$ cat src/rtl/mips_muldiv_pkg.sv
// Shared encodings for the MIPS multiply/divide unit: op codes and FSM states.
package mips_muldiv_pkg;

    localparam logic [3:0] MD_MULT  = 4'd0;
    localparam logic [3:0] MD_MULTU = 4'd1;
    localparam logic [3:0] MD_DIV   = 4'd2;
    localparam logic [3:0] MD_DIVU  = 4'd3;
    localparam logic [3:0] MD_MTHI  = 4'd4;
    localparam logic [3:0] MD_MTLO  = 4'd5;
    localparam logic [3:0] MD_MADD  = 4'd6;
    localparam logic [3:0] MD_MADDU = 4'd7;
    localparam logic [3:0] MD_MSUB  = 4'd8;
    localparam logic [3:0] MD_MSUBU = 4'd9;

    typedef enum logic [1:0] {
        IDLE,
        MUL,
        DIV,
        FINAL
    } md_state_e;

endpackage

$ cat src/rtl/mips_muldiv_unit_div_step.sv
// One restoring-division step: shift in the next dividend bit, subtract the divisor if it fits.
module mips_div_step #(
    parameter int WIDTH = 32
) (
    input  logic [WIDTH-1:0] rem_in,
    input  logic [WIDTH-1:0] divisor,
    input  logic             dividend_bit,
    output logic [WIDTH-1:0] rem_out,
    output logic             q_bit
);

    logic [WIDTH:0]   shifted;
    logic [WIDTH+1:0] diff;

    always_comb begin
        shifted = {rem_in, dividend_bit};
        diff    = {1'b0, shifted} - {2'b00, divisor};
        // rem_in < divisor, so whichever branch is taken fits back into WIDTH bits
        if (diff[WIDTH+1]) begin
            q_bit   = 1'b0;
            rem_out = shifted[WIDTH-1:0];
        end else begin
            q_bit   = 1'b1;
            rem_out = diff[WIDTH-1:0];
        end
    end

endmodule

$ cat src/rtl/mips_muldiv_unit.sv
// Iterative MIPS multiply/divide unit with HI/LO registers and busy/done handshake.
// Define MULDIV_ACCUM_EN to enable MADD/MADDU/MSUB/MSUBU.
module mips_muldiv_unit
    import mips_muldiv_pkg::*;
#(
    parameter int WIDTH = 32
) (
    input  logic             clock,
    input  logic             reset,
    input  logic             start,
    input  logic [3:0]       op,
    input  logic [WIDTH-1:0] src_a,
    input  logic [WIDTH-1:0] src_b,
    input  logic             abort,
    output logic             busy,
    output logic             done,
    output logic             div_by_zero,
    output logic [WIDTH-1:0] hi_out,
    output logic [WIDTH-1:0] lo_out
);

    localparam int CW = $clog2(WIDTH) + 1;

    md_state_e          state_q, state_d;
    logic [CW-1:0]      cnt_q, cnt_d;
    logic [2*WIDTH-1:0] acc_q, acc_d;
    logic [WIDTH-1:0]   opnd_q, opnd_d;
    logic [3:0]         op_q, op_d;
    logic               neg_q, neg_d;
    logic               rneg_q, rneg_d;
    logic               dbz_q, dbz_d;
    logic [WIDTH-1:0]   hi_q, hi_d;
    logic [WIDTH-1:0]   lo_q, lo_d;
    logic               busy_q, busy_d;
    logic               done_q, done_d;
    logic               dbzf_q, dbzf_d;

    logic               is_mul, is_div, is_signed;
    logic               a_neg, b_neg;
    logic [WIDTH-1:0]   mag_a, mag_b;
    logic [WIDTH:0]     mul_sum;
    logic [WIDTH-1:0]   step_rem;
    logic               step_q;
    logic [2*WIDTH-1:0] prod;

    // acc_q holds {partial product, multiplier} in MUL and {remainder, dividend/quotient} in DIV
    mips_div_step #(.WIDTH(WIDTH)) u_div_step (
        .rem_in      (acc_q[2*WIDTH-1:WIDTH]),
        .divisor     (opnd_q),
        .dividend_bit(acc_q[WIDTH-1]),
        .rem_out     (step_rem),
        .q_bit       (step_q)
    );

    always_comb begin
        is_div    = (op == MD_DIV) || (op == MD_DIVU);
`ifdef MULDIV_ACCUM_EN
        is_mul    = (op == MD_MULT) || (op == MD_MULTU) || (op == MD_MADD) ||
                    (op == MD_MADDU) || (op == MD_MSUB) || (op == MD_MSUBU);
        is_signed = (op == MD_MULT) || (op == MD_DIV) || (op == MD_MADD) || (op == MD_MSUB);
`else
        is_mul    = (op == MD_MULT) || (op == MD_MULTU);
        is_signed = (op == MD_MULT) || (op == MD_DIV);
`endif
        a_neg   = is_signed & src_a[WIDTH-1];
        b_neg   = is_signed & src_b[WIDTH-1];
        mag_a   = a_neg ? -src_a : src_a;
        mag_b   = b_neg ? -src_b : src_b;
        mul_sum = {1'b0, acc_q[2*WIDTH-1:WIDTH]} + {1'b0, (acc_q[0] ? opnd_q : '0)};
        prod    = neg_q ? -acc_q : acc_q;
    end

    always_comb begin
        state_d = state_q;
        cnt_d   = cnt_q;
        acc_d   = acc_q;
        opnd_d  = opnd_q;
        op_d    = op_q;
        neg_d   = neg_q;
        rneg_d  = rneg_q;
        dbz_d   = dbz_q;
        hi_d    = hi_q;
        lo_d    = lo_q;
        busy_d  = busy_q;
        done_d  = 1'b0;
        dbzf_d  = 1'b0;

        case (state_q)
            IDLE: begin
                if (start && !abort) begin
                    if (op == MD_MTHI) begin
                        hi_d   = src_a;
                        done_d = 1'b1;
                    end else if (op == MD_MTLO) begin
                        lo_d   = src_a;
                        done_d = 1'b1;
                    end else if (is_mul) begin
                        state_d = MUL;
                        busy_d  = 1'b1;
                        cnt_d   = CW'(WIDTH);
                        acc_d   = {{WIDTH{1'b0}}, mag_b};
                        opnd_d  = mag_a;
                        op_d    = op;
                        neg_d   = a_neg ^ b_neg;
                    end else if (is_div) begin
                        state_d = DIV;
                        busy_d  = 1'b1;
                        op_d    = op;
                        neg_d   = a_neg ^ b_neg;
                        rneg_d  = a_neg;
                        opnd_d  = mag_b;
                        // zero divisor: empty loop (counter 0) gives the two-cycle path to FINAL
                        if (src_b == '0) begin
                            dbz_d = 1'b1;
                            cnt_d = '0;
                            acc_d = {{WIDTH{1'b0}}, src_a};
                        end else begin
                            dbz_d = 1'b0;
                            cnt_d = CW'(WIDTH);
                            acc_d = {{WIDTH{1'b0}}, mag_a};
                        end
                    end
                end
            end
            MUL: begin
                if (abort) begin
                    state_d = IDLE;
                    busy_d  = 1'b0;
                end else if (cnt_q == '0) begin
                    state_d = FINAL;
                end else begin
                    acc_d = {mul_sum, acc_q[WIDTH-1:1]};
                    cnt_d = cnt_q - CW'(1);
                end
            end
            DIV: begin
                if (abort) begin
                    state_d = IDLE;
                    busy_d  = 1'b0;
                end else if (cnt_q == '0) begin
                    state_d = FINAL;
                end else begin
                    acc_d = {step_rem, acc_q[WIDTH-2:0], step_q};
                    cnt_d = cnt_q - CW'(1);
                end
            end
            FINAL: begin
                state_d = IDLE;
                busy_d  = 1'b0;
                if (!abort) begin
                    done_d = 1'b1;
                    case (op_q)
                        MD_MULT, MD_MULTU: {hi_d, lo_d} = prod;
                        MD_DIV, MD_DIVU: begin
                            if (dbz_q) begin
                                lo_d   = '1;
                                hi_d   = acc_q[WIDTH-1:0];
                                dbzf_d = 1'b1;
                            end else begin
                                lo_d = neg_q  ? -acc_q[WIDTH-1:0]       : acc_q[WIDTH-1:0];
                                hi_d = rneg_q ? -acc_q[2*WIDTH-1:WIDTH] : acc_q[2*WIDTH-1:WIDTH];
                            end
                        end
`ifdef MULDIV_ACCUM_EN
                        MD_MADD, MD_MADDU: {hi_d, lo_d} = {hi_q, lo_q} + prod;
                        MD_MSUB, MD_MSUBU: {hi_d, lo_d} = {hi_q, lo_q} - prod;
`endif
                        default: done_d = 1'b1;
                    endcase
                end
            end
            default: begin
                state_d = IDLE;
                busy_d  = 1'b0;
            end
        endcase
    end

    always_ff @(posedge clock or posedge reset) begin
        if (reset) begin
            state_q <= IDLE;
            cnt_q   <= '0;
            acc_q   <= '0;
            opnd_q  <= '0;
            op_q    <= '0;
            neg_q   <= 1'b0;
            rneg_q  <= 1'b0;
            dbz_q   <= 1'b0;
            hi_q    <= '0;
            lo_q    <= '0;
            busy_q  <= 1'b0;
            done_q  <= 1'b0;
            dbzf_q  <= 1'b0;
        end else begin
            state_q <= state_d;
            cnt_q   <= cnt_d;
            acc_q   <= acc_d;
            opnd_q  <= opnd_d;
            op_q    <= op_d;
            neg_q   <= neg_d;
            rneg_q  <= rneg_d;
            dbz_q   <= dbz_d;
            hi_q    <= hi_d;
            lo_q    <= lo_d;
            busy_q  <= busy_d;
            done_q  <= done_d;
            dbzf_q  <= dbzf_d;
        end
    end

    assign busy        = busy_q;
    assign done        = done_q;
    assign div_by_zero = dbzf_q;
    assign hi_out      = hi_q;
    assign lo_out      = lo_q;

endmodule

$ cat config.mk
export PLATFORM = sky130hd
export DESIGN_NAME = mips_muldiv_unit
export DESIGN_NICKNAME = d
export VERILOG_FILES = /design/src/rtl/mips_muldiv_pkg.sv /design/src/rtl/mips_muldiv_unit_div_step.sv /design/src/rtl/mips_muldiv_unit.sv
export SDC_FILE = /design/constraint.sdc
export NUM_CORES = 1
export LEC_CHECK = 0
export ABC_AREA = 1
export CELL_PAD_IN_SITES_DETAIL_PLACEMENT = 2
export CELL_PAD_IN_SITES_GLOBAL_PLACEMENT = 2
export CORE_AREA = 4 4 254 256
export CTS_BUF_LIST = sky130_fd_sc_hd__clkbuf_8
export DETAILED_ROUTE_END_ITERATION = 6
export DIE_AREA = 0 0 258 260
export PLACE_DENSITY = 0.82
export SYNTH_ARGS = -nofsm -noshare
export SYNTH_HDL_FRONTEND = slang
export SYNTH_SLANG_ARGS = --single-unit
$ cat constraint.sdc
create_clock -name clock -period 6.42 [get_ports clock]
set_clock_uncertainty 0.1 [all_clocks]
set_input_delay 0.642 -clock clock [delete_from_list [all_inputs] [get_ports clock]]
set_output_delay 0.642 -clock clock [all_outputs]
set_load 0.02 [all_outputs]
==> flow_metrics.tcl <==
set metrics [dict create \
    die_area_sq_um 67100 \
    hold_violations 0 \
    drt_first_pass_iters 5 \
    maxSlewViolCount 0 \
    setup_violations 0 \
    synthCells 3515 \
    vias 24900 \
    register_area_sq_um 4430 \
    cts_buffer_depth 2 \
    dp_hpwl_um 93100 \
    cts_hold_buf 0 \
    drc 0 \
    drt-vias-per-instance 5.60 \
    clock_latency_ns 0.63 \
    grt_max_degree 124 \
    max_stage_delay_ns 0.76 \
    post_cts_resized 0 \
    grt_use_total_pct 33.4 \
    status "complete, no violations" \
    slowest_stage "a21oi_4" \
    pin_count 139 \
    yosys_warnings 0 \
    clk_pin_slew_ns 0.13 \
    path_cells "ha_1, nand2_1, nand2_1, a21oi_1, o21ai_2, a21oi_4, nand2_4, nand2_2, nand2_1, nand2_1, o22ai_1" \
    htreeDepth 4 \
    synth_area_per_cell_sq_um 5.64 \
    synth_top_cells_by_area "dfrtp_1 (22%), nand2_1 (22%), inv_1 (8.9%)" \
    initial_core_util_pct 31.7 \
    maxCapViolations 0 \
    worstHoldPathType "flip-flop to flip-flop" \
    yosysTopAreaCellShare_pct 22.3 \
    die_width_um 258 \
    tns_ns 0 \
    multi_input_area_sq_um 13000 \
    post-cts-setup-buffer-count 0 \
    p_leak_nw 11.7 \
    power_mw 11.2 \
    layout.nets 3720 \
    synthesis.area_sq_um 19800 \
    worstPathArrival_ns 4.28 \
    netlist-cell-type-count 51 \
    die_h_um 260 \
    required_ns 6.82 \
    portBuffers 138 \
    wl_um 115000 \
    worstMarginPinSlew_ns 1.06 \
    slew_headroom_pct 29.1 \
    path_class "flip-flop to flip-flop" \
    synth_seq_cells 177 \
    crit_path_end_kind "flip-flop" \
    cp_max_fo 33 \
    antenna_found_initial 4 \
    drive_gt1_share_pct 3.10 \
    coreArea_sq_um 62500 \
    cts_root_buf "clkbuf_8" \
    max_freq_ghz 0.258 \
    drt_iter0_drc 2140 \
    rsz0062_at_grt "false" \
    cts.sink_count 177 \
    area_growth_pct 12.8 \
    antenna_left 0 \
    cts_tree "built" \
    cp_common_cell "nand2_1" \
    period_needed_ns 3.88 \
    dpl-instance-area_sq_um 21900 \
    fill_cells 8059 \
    cellPowerDensity_nw_per_um2 503 \
    overflow 0 \
    irDropWorstVdd_v 0.000625 \
    cts_made_buffers 17 \
    wl_per_cell_um 25.9 \
    synth_top_cell_by_area "dfrtp_1" \
    syn_nets 3663 \
    cp-start-kind "flip-flop" \
    num_rows 92 \
    ys_seq_area_share_pct 22.3 \
    grt_pass1_vias 26300 \
    fin_area_sq_um 22400 \
    gp_congestion 0.991 \
    fin_crit_sh_pct 60.4 \
    grt_pass1_wl_um 168000 \
]
-- worst paths after layout --
kind                           start     endpoint  slack, ns  depth (start not counted)
setup / recovery           acc_q[49]     acc_q[0]       2.54                         11
hold / removal             lo_out[6]    lo_out[6]       0.41                          2
setup reg to reg           acc_q[49]     acc_q[0]       2.54                         11
hold reg to reg            lo_out[6]    lo_out[6]       0.41                          2
max in group asynchronous      reset   hi_out[15]       4.37                          3
min in group asynchronous      reset  div_by_zero       0.48                          2
-- metrics by stage --
| step | hold slack, ns | std cells | utilization [%] | setup slack [ns] |
|---|---|---|---|---|
| floorplan | 0.352 | 3515 | - | 0.876 |
| global placement | 0.366 | 4399 | 35.0 | 2.54 |
| detailed placement | 0.380 | 4399 | 35.0 | 2.51 |
| CTS | 0.411 | 4431 | 35.8 | 2.63 |
| global route | 0.433 | 4432 | 35.8 | 2.40 |
| finish | 0.407 | 4435 | 35.8 | 2.54 |
-- critical path, delay by kind of cell (launching register included) --
family                     cells  cell delay (ns)
DFF                            1             0.63
AOI/OAI and AO/OA              4             1.22
adders and majority gates      1             0.37
and+or+nand+nor                6             1.43
-- layout by cell type (no fill, tap or decap), types with 5 or more instances in the layout --
cell and instances:
or2_2 8, nand3_1 311, clkdlybuf4s50_1 138, a21oi_1 168, xnor2_1 10, o21ai_1 22
o221ai_1 5, o211ai_1 25, a21boi_0 9, dfrtp_1 176, a21boi_1 16, nor2_1 463
nand4_1 28, nor2_2 15, buf_4 20, a221oi_1 8, o22ai_1 44, clkbuf_8 17
nand2_2 5, o21bai_1 8, xor2_1 72, inv_1 471, inv_2 12, nor2_4 5
a22oi_1 6, nor4_1 5, nand3b_1 11, nand2_1 1159, ha_1 73, inv_8 5
o21ai_0 190, nor3_1 21, a31oi_1 6, inv_12 5, clkinv_1 7
-- cells by family (layout without fill, tap and decap cells) --
family | Yosys count | in the layout | synth area share, %
simple gates | 2044 | 2044 | 42.2
other cells | 0 | 4 | 0
fa+ha+maj | 76 | 76 | 4.87
compound gates | 525 | 525 | 15.0
buf+inv | 611 | 681 | 12.0
flops | 177 | 177 | 22.3
xor+xnor | 82 | 82 | 3.62
-- cell usage after synthesis (all sizes together) --
cell type	count
a21o	3
nand3	315
a21oi	169
o211ai	27
fa	2
o221ai	5
o22ai	44
ha	74
o2111ai	2
nand4	28
nor2	483
and2	1
nor3	22
xor2	72
o21a	3
a22oi	6
nor4	5
or2	9
a211oi	2
buf	55
a31oi	6
a221oi	8
nand2	1166
o21ai	213
and3	3
clkinv	7
inv	484
clkbuf	65
xnor2	10
dfrtp	177
o21bai	8
o31ai	4
nand3b	11
a21boi	25
nor3b	1
-- power by group --
group | switching (mW) | total (mW) | internal, mW | leakage [nW]
Combinational | 5.71 | 8.01 | 2.31 | 9.29
Sequential | 0.669 | 2.27 | 1.61 | 2.17
Clock | 0.643 | 0.959 | 0.316 | 0.219
Total | 7.02 | 11.2 | 4.23 | 11.7
-- per-layer routing --
metal	vias up	GRT usage, %	routed length [um]
li1	11300	-	-
met1	12500	41.4	47900
met2	844	55.2	52400
met3	260	5.94	7410
met4	0	17.8	7110
met5	-	0	0
-- cell type report --
type	count	area share (%)
Antenna cell	4	0.0448
Clock buffer	17	1.05
Clock inverter	15	0.935
Inverter	491	8.28
Multi-Input combinational cell	2727	58.3
Sequential cell	177	19.8
Tap cell	846	4.73
Timing Repair Buffer	158	6.85
-- state kept, by name, summed over array words and instances (netlist names) --
register     cells
acc_q           64
hi_out          32
lo_out          32
opnd_q          32
cnt_q            6
op_q             3
state_q          2
busy             1
dbz_q            1
div_by_zero      1
done             1
neg_q            1
rneg_q           1
Power figures use the tool's default switching activity.
